File: config.mk
export PLATFORM = sky130hd
export DESIGN_NAME = id_ex_reg
export DESIGN_NICKNAME = d
export VERILOG_FILES = /design/src/rtl/id_ex_reg.sv
export SDC_FILE = /design/constraint.sdc
export NUM_CORES = 1
export LEC_CHECK = 0
export BUFFER_PORTS_ARGS = -buffer_cell sky130_fd_sc_hd__buf_2
export CORE_ASPECT_RATIO = 0.7
export CORE_MARGIN = 8
export CORE_UTILIZATION = 43
export CTS_BUF_LIST = sky130_fd_sc_hd__clkbuf_4
export DETAILED_ROUTE_END_ITERATION = 7
export HOLD_SLACK_MARGIN = 0.06
export PLACE_DENSITY = 0.84
export SYNTH_ARGS = -nofsm -noshare
export SYNTH_HDL_FRONTEND = slang
export SYNTH_SLANG_ARGS = --single-unit
File: constraint.sdc
create_clock -name clock -period 0.8 [get_ports clock]
set_clock_uncertainty 0.2 [all_clocks]
set_input_delay 0.16 -clock clock [delete_from_list [all_inputs] [get_ports clock]]
set_output_delay 0.16 -clock clock [all_outputs]
set_load 0.1 [all_outputs]
File: src/rtl/id_ex_reg.sv
// ID/EX pipeline register: captures decode-stage operands and control bits and
// presents them to execute, with hold (StallE) and bubble insertion (FlushE).
module id_ex_reg #(
  parameter int DATA_W = 32,
  parameter int CTRL_W = 5
) (
  input  logic              clock,
  input  logic              reset,
  input  logic              StallE,
  input  logic              FlushE,
  input  logic              ValidD,
  input  logic [DATA_W-1:0] RD1D,
  input  logic [DATA_W-1:0] RD2D,
  input  logic [DATA_W-1:0] SignImmD,
  input  logic [DATA_W-1:0] PCPlus8D,
  input  logic [4:0]        RsD,
  input  logic [4:0]        RtD,
  input  logic [4:0]        RdD,
  input  logic [CTRL_W-1:0] ALUControlD,
  input  logic              ShiftSrcD,
  input  logic              ALUSrcD,
  input  logic              RegDstD,
  input  logic              RegWriteD,
  input  logic              MemtoRegD,
  input  logic              MemWriteD,
  input  logic              LinkD,
  output logic [DATA_W-1:0] SrcAE,
  output logic [DATA_W-1:0] WriteDataE,
  output logic [DATA_W-1:0] SignImmE,
  output logic [DATA_W-1:0] PCPlus8E,
  output logic [4:0]        RsE,
  output logic [4:0]        RtE,
  output logic [4:0]        RdE,
  output logic [CTRL_W-1:0] ALUControlE,
  output logic              ShiftSrcE,
  output logic              ALUSrcE,
  output logic              RegDstE,
  output logic              RegWriteE,
  output logic              MemtoRegE,
  output logic              MemWriteE,
  output logic              LinkE,
  output logic              ValidE
);

  typedef struct packed {
    logic [DATA_W-1:0] src_a;
    logic [DATA_W-1:0] write_data;
    logic [DATA_W-1:0] sign_imm;
    logic [DATA_W-1:0] pc_plus8;
    logic [4:0]        rs;
    logic [4:0]        rt;
    logic [4:0]        rd;
    logic [CTRL_W-1:0] alu_control;
    logic              shift_src;
    logic              alu_src;
    logic              reg_dst;
    logic              reg_write;
    logic              mem_to_reg;
    logic              mem_write;
    logic              link;
    logic              valid;
  } ex_stage_t;

  ex_stage_t ex_d, ex_q;

  // Flush beats stall so the hazard unit can kill a stalled load-use victim.
  always_comb begin
    // NOTE: default to the held value first so no path through this block infers a latch.
    ex_d = ex_q;
    if (FlushE) begin
      ex_d = '0;
    end else if (!StallE) begin
      ex_d.src_a       = RD1D;
      ex_d.write_data  = RD2D;
      ex_d.sign_imm    = SignImmD;
      ex_d.pc_plus8    = PCPlus8D;
      ex_d.rs          = RsD;
      ex_d.rt          = RtD;
      ex_d.rd          = RdD;
      ex_d.alu_control = ALUControlD;
      ex_d.shift_src   = ShiftSrcD;
      ex_d.alu_src     = ALUSrcD;
      ex_d.reg_dst     = RegDstD;
      ex_d.reg_write   = RegWriteD & ValidD;
      ex_d.mem_to_reg  = MemtoRegD;
      ex_d.mem_write   = MemWriteD & ValidD;
      ex_d.link        = LinkD;
      ex_d.valid       = ValidD;
    end
  end

  always_ff @(posedge clock or negedge reset) begin
    // NOTE: non-blocking assignment keeps every flop sampling pre-edge values.
    if (!reset) ex_q <= '0;
    else        ex_q <= ex_d;
  end

  assign SrcAE       = ex_q.src_a;
  assign WriteDataE  = ex_q.write_data;
  assign SignImmE    = ex_q.sign_imm;
  assign PCPlus8E    = ex_q.pc_plus8;
  assign RsE         = ex_q.rs;
  assign RtE         = ex_q.rt;
  assign RdE         = ex_q.rd;
  assign ALUControlE = ex_q.alu_control;
  assign ShiftSrcE   = ex_q.shift_src;
  assign ALUSrcE     = ex_q.alu_src;
  assign RegDstE     = ex_q.reg_dst;
  assign RegWriteE   = ex_q.reg_write;
  assign MemtoRegE   = ex_q.mem_to_reg;
  assign MemWriteE   = ex_q.mem_write;
  assign LinkE       = ex_q.link;
  assign ValidE      = ex_q.valid;

endmodule

==> results of run 1 <==
-- metrics by stage --
step	utilization [%]	setup WS, ns
after floorplan	-	-0.346
after global placement	77.1	-0.427
after detailed placement	77.1	-0.549
after CTS	91.7	-0.842
-- metal layers --
metal | overflow | GRT usage [%]
met5 | 0 | 10.7
met2 | 23 | 85.0
met4 | 22 | 74.9
met1 | 0 | 67.2
met3 | 0 | 58.1
-- kinds of logic after synthesis --
logic type | Yosys count
simple gates | 158
flops | 156
mux | 154
buf+inv | 35
compound gates | 2
-- repair_timing --
| action | 4_1_cts |
|---|---|
| resized for setup | 30 |
| endpoints found under the hold margin | 312 |
| endpoints found under the setup margin | 312 |
| hold buffers | 154 |
| pin swaps | 15 |
| setup buffers | 17 |
==> summary.md, run 1 <==
• 17 — Num CTS Buffers
• 0% — share of synthesized cell area in full adder, half adder and majority cells
• top-level output — worst-path endpoint category
• 43 — maximum number of pins on one net before global-route repair
• 18.3 mm — estimated wirelength of the detail-placed design
• 0 — number of enable-type register cells in the synthesized netlist
• 45 — Overflow after GRT
• [ERROR GRT-0232] Routing congestion too high. Check the congestion heatmap in the GUI. — first error in the log
• 118 um — overall die height
• 2 — Max Root-Sink Buffers
• sky130_fd_sc_hd__dfrtp_1, sky130_fd_sc_hd__mux2i_1, sky130_fd_sc_hd__nor2_1 — Post-synth top cells
• global routing — failing step
• 0% — xor and xnor fraction of the mapped netlist area
• 9.44% — area share of and/or/nand/nor cells after synthesis
• 161 um — die width
• sky130_fd_sc_hd__dfrtp_1 — Top FF cell, synth
• 0 — count of warnings emitted by yosys
• 665 — Synth Net Count
• sky130_fd_sc_hd__dfrtp_1 — leading area contributor after synthesis
• 24.2% — multiplexer fraction of the synthesized cell area
• 14 — antenna violations before repair
• multiplexers — combinational family with the most area after synthesis
• 12 — number of library cell types mapped by synthesis
• sky130_fd_sc_hd__dfrtp_1 — top-count cell post-synth
• aborted with a tool error — outcome
• 12.6 um2 — syn_area_per_cell
• 0.157% — share of the synthesized area in compound gates (AO/OA/AOI/OAI)
• 1012 — Cell Count Post-Placement
• 315 — Port Buffer Count
• 505 — cell count after synthesis
• WriteDataE[22] — endpoint with the least setup slack after the last repair
• 43.6% — effective utilization at floorplan
• 61.3% — post-synthesis sequential area ratio
• sky130_fd_sc_hd__clkbuf_4 — clk root buf
• 69.8% — overall routing resource usage
• 0.805 — routability congestion estimate from global placement
• sky130_fd_sc_hd__dfrtp_1, sky130_fd_sc_hd__mux2i_1, sky130_fd_sc_hd__nor2_1, sky130_fd_sc_hd__buf_8, sky130_fd_sc_hd__clkbuf_1 — cell types occupying the most area after synthesis
• 156 — number of synthesized register bits
• 4 — H-tree levels
• 6360 um2 — area of the mapped netlist
• 100% — asr flop ratio synth
• 61.3% — area share of the leading cell type in the synthesized netlist
• 156 — TritonCTS sink count
• 11200 um2 — placed instance area
• 37 — number of standard-cell rows in the floorplan
• 316 — top-level port count
==> run 2: changes to the inputs <==
- CORE_ASPECT_RATIO: 0.7 -> default
- CORE_UTILIZATION: 43 -> 28
- CTS_BUF_LIST: sky130_fd_sc_hd__clkbuf_4 -> default
- HOLD_SLACK_MARGIN: 0.06 -> default
- PLACE_DENSITY: 0.84 -> default
- PLACE_DENSITY_LB_ADDON: default -> 0.15
- clock period: 0.8 -> 1 ns (I/O delays scaled with it)
==> summary.md, run 2 <==
• 2 — maximum net fanout on the critical path
• SrcAE[11]$_DFFE_PN0P_ — RR Endpoint
• 242 — setup-violating endpoint count in the final report
• 156 — TritonCTS sink count, unchanged
• 23.4 mm — sum of routed wire length over all layers
• complete, but fails checks — outcome
• 4.31 — post-detailed-route via-to-cell ratio
• 1.49 ns — shortest period the worst path allows
• 1155 — final net count
• 2210 um2 — total area of multi-input combinational cells
• 12 — number of library cell types mapped by synthesis, unchanged
• 0.50 ns — stage delay of the slowest cell on the critical path
• StallE — worst hold start
• 61.3% — post-synthesis sequential area ratio, unchanged
• 1 — count of buffering cells on the critical path with inverters included
• 1500 nW/um2 — PD cells
• 100% — asr flop ratio synth, unchanged
• sky130_fd_sc_hd__buf_12 — most common cell after layout, fill and taps aside
• 5580 — via count
• -0.0468 ns — WHS
• sky130_fd_sc_hd__clkbuf_16 — clk root buf
• 1294 — Layout Cells excl Fill
• 16.9 mm — estimated wirelength of the detail-placed design, -7.6%
• 2 — Max Root-Sink Buffers, unchanged
• 0.60 ns — data required time at the worst endpoint
• 3 — number of hold-slack violations in the final timing report
• 4 — H-tree levels, unchanged
• 0.673 GHz — max frequency
• 18.1 um — routed length per placed instance
• 22500 um2 — placeable core region
• -0.344 ns — pre-CTS setup slack, +0.205 ns
• 315 — Port Buffer Count, unchanged
• sky130_fd_sc_hd__dfrtp_1 — top-count cell post-synth
• 12.6 um2 — syn_area_per_cell, unchanged
• 205 — drt initial violations
• sky130_fd_sc_hd__dfrtp_1, sky130_fd_sc_hd__mux2i_1, sky130_fd_sc_hd__nor2_1, sky130_fd_sc_hd__buf_8, sky130_fd_sc_hd__clkbuf_1 — cell types occupying the most area after synthesis
• reg -> out — category of the critical setup timing path
• sky130_fd_sc_hd__dfrtp_1, sky130_fd_sc_hd__mux2i_1, sky130_fd_sc_hd__nor2_1 — Post-synth top cells
• 0 — final slew viol count
• 0 — Overflow after GRT
• 114% — growth of design area from synthesis to finish
• 28.3% — effective utilization at floorplan, -15 points
• -0.16 ns — worst reg2reg setup slack
• 6530 — via count of the first global-routing pass
• negative hold slack, negative setup slack — violations in the final reports
• SrcAE[11]$_DFFE_PN0P_ — Worst R2R Start
• 3 — cell depth of the worst flop-to-flop path
• 0.07 ns — clock slew at reported path FFs
• in -> reg — Hold Path Class
• sky130_fd_sc_hd__dfrtp_4 — Critical Path Slowest Stage Cell
• 60.6% — final core area utilization
• sky130_fd_sc_hd__dfrtp_1 — Top FF cell, synth
• sky130_fd_sc_hd__dfrtp_1 — leading area contributor after synthesis
• 3 — Min-Delay Path Depth
• flip-flops — Worst path top cell family by delay
• 987 uV — maximum resistive drop on vdd
• 0.312 ns — pin slew with the least headroom to its limit
• 4490 um2 — sequential cell area
• 0.771 — routability congestion estimate from global placement, -4.2%
• 61.3% — area share of the leading cell type in the synthesized netlist, unchanged
• true — setup repair after global routing missed its margin
• 1677 — filler cell count
• 157 — hold-fix buffers at CTS, +1.9%
• 167 um — die width, +3.3%
• 167 um — overall die height, +42%
• sky130_fd_sc_hd__buf_12, sky130_fd_sc_hd__dlygate4sd3_1, sky130_fd_sc_hd__dfrtp_4, sky130_fd_sc_hd__buf_2, sky130_fd_sc_hd__nor2_1 — most frequent cells in the layout
• 1.09 ns — critical path data arrival time
• buf_12 — cells along the critical path
• 156 — number of synthesized register bits, unchanged
• 27800 um2 — Die Area
• 6360 um2 — area of the mapped netlist, unchanged
• 0 — # DRC
• 149% — final worst path period share
• 79.2% — worst relative slew slack
• 20.4 mW — overall power consumption
• -0.487 ns — min setup slack post-route
• 53.9% — share of final-layout standard cells stronger than drive strength 1
• 4 — DR pass1 iterations
• 55 — number of standard-cell rows in the floorplan, +49%
• 6.15 nW — Pleak
• 0.40 ns — later-pin clock latency in the skew report
• primary output — nature of the critical path endpoint
• SignImmE[16]$_DFFE_PN0P_ — WHS Endpoint
• 0 — count of antenna-violating nets left after detailed routing
• 52 — maximum number of pins on one net before global-route repair
• register — Worst setup SP type
• 665 — Synth Net Count, unchanged
• 1 — number of logic stages on the critical path including buffering
• 0 — count of warnings emitted by yosys, unchanged
• 16.9% — overall routing resource usage
• 1 — antenna violations before repair
• 0 — number of enable-type register cells in the synthesized netlist, unchanged
• 316 — top-level port count, unchanged
• 0 — Max-cap violations
• done — TritonCTS clock tree
• 1096 — Cell Count Post-Placement, +8.3%
• 17 — Num CTS Buffers, unchanged
• 505 — cell count after synthesis, unchanged
• 37.1 mm — wire length of the first global-routing pass
## run 2: cell counts after synthesis
No cell type changed its count.
## run 2: power breakdown
part	switching [mW]	internal, mW
Clock	2.64	4.21
Combinational	3.76	2.54
Sequential	0.412	6.89
Total	6.81	13.6
## run 2: cell type report
class | instances | area share (%)
timing repair buffer | 506 | 43.7
antenna | 2 | 0.0367
sequential | 156 | 32.9
clock buffer | 19 | 3.18
multi-input combinational | 314 | 16.2
tap | 285 | 2.62
clock inverter | 12 | 1.38
## run 2: worst max-delay path by stage
stage,from,endpoint,slack (ns)
finish,PCPlus8E[10]$_DFFE_PN0P_,PCPlus8E[10],-0.49
CTS,SignImmE[13]$_DFFE_PN0P_,SignImmE[13],-0.51
global route,PCPlus8E[10]$_DFFE_PN0P_,PCPlus8E[10],-0.52
global placement,StallE,SignImmE[28]$_DFFE_PN0P_,-0.29
floorplan,ALUControlE[0]$_DFFE_PN0P_,ALUControlE[0]$_DFFE_PN0P_,-0.15
detailed placement,StallE,WriteDataE[0]$_DFFE_PN0P_,-0.34
## run 2: repair_timing
| item | 4_1_cts | 5_1_grt |
|---|---|---|
| hold endpoints to repair | 312 | 3 |
| resized for setup | 5 | 18 |
| pin swaps | 4 | 23 |
| setup buffers | 5 | 6 |
| cloned | 0 | 0 |
| setup endpoints to repair | 253 | 310 |
## run 2: layer usage
layer | vias up | part of all wire [%] | global-route usage, %
met5 | - | 0 | 0
met4 | 0 | 3.4 | 7.76
met3 | 44 | 5.5 | 4.75
met2 | 192 | 53 | 30.4
met1 | 2699 | 38 | 18.1
li1 | 2645 | - | -
## run 2: cells by family after synthesis
group	synth area share, %
AND/OR/NAND/NOR	9.44
multiplexers	24.2
buffers and inverters	4.84
flip-flops	61.3
AO/OA/AOI/OAI	0.157
## run 2: through the flow
stage / instance area, um2 / TNS, ns
after floorplan: 6960 / -22.23
after global placement: 11300 / -45.56
after detailed placement: 11300 / -49.23
after CTS: 13500 / -80.04
after global routing: 13600 / -86.66
final: 13600 / -75.63
Power figures use the tool's default switching activity.
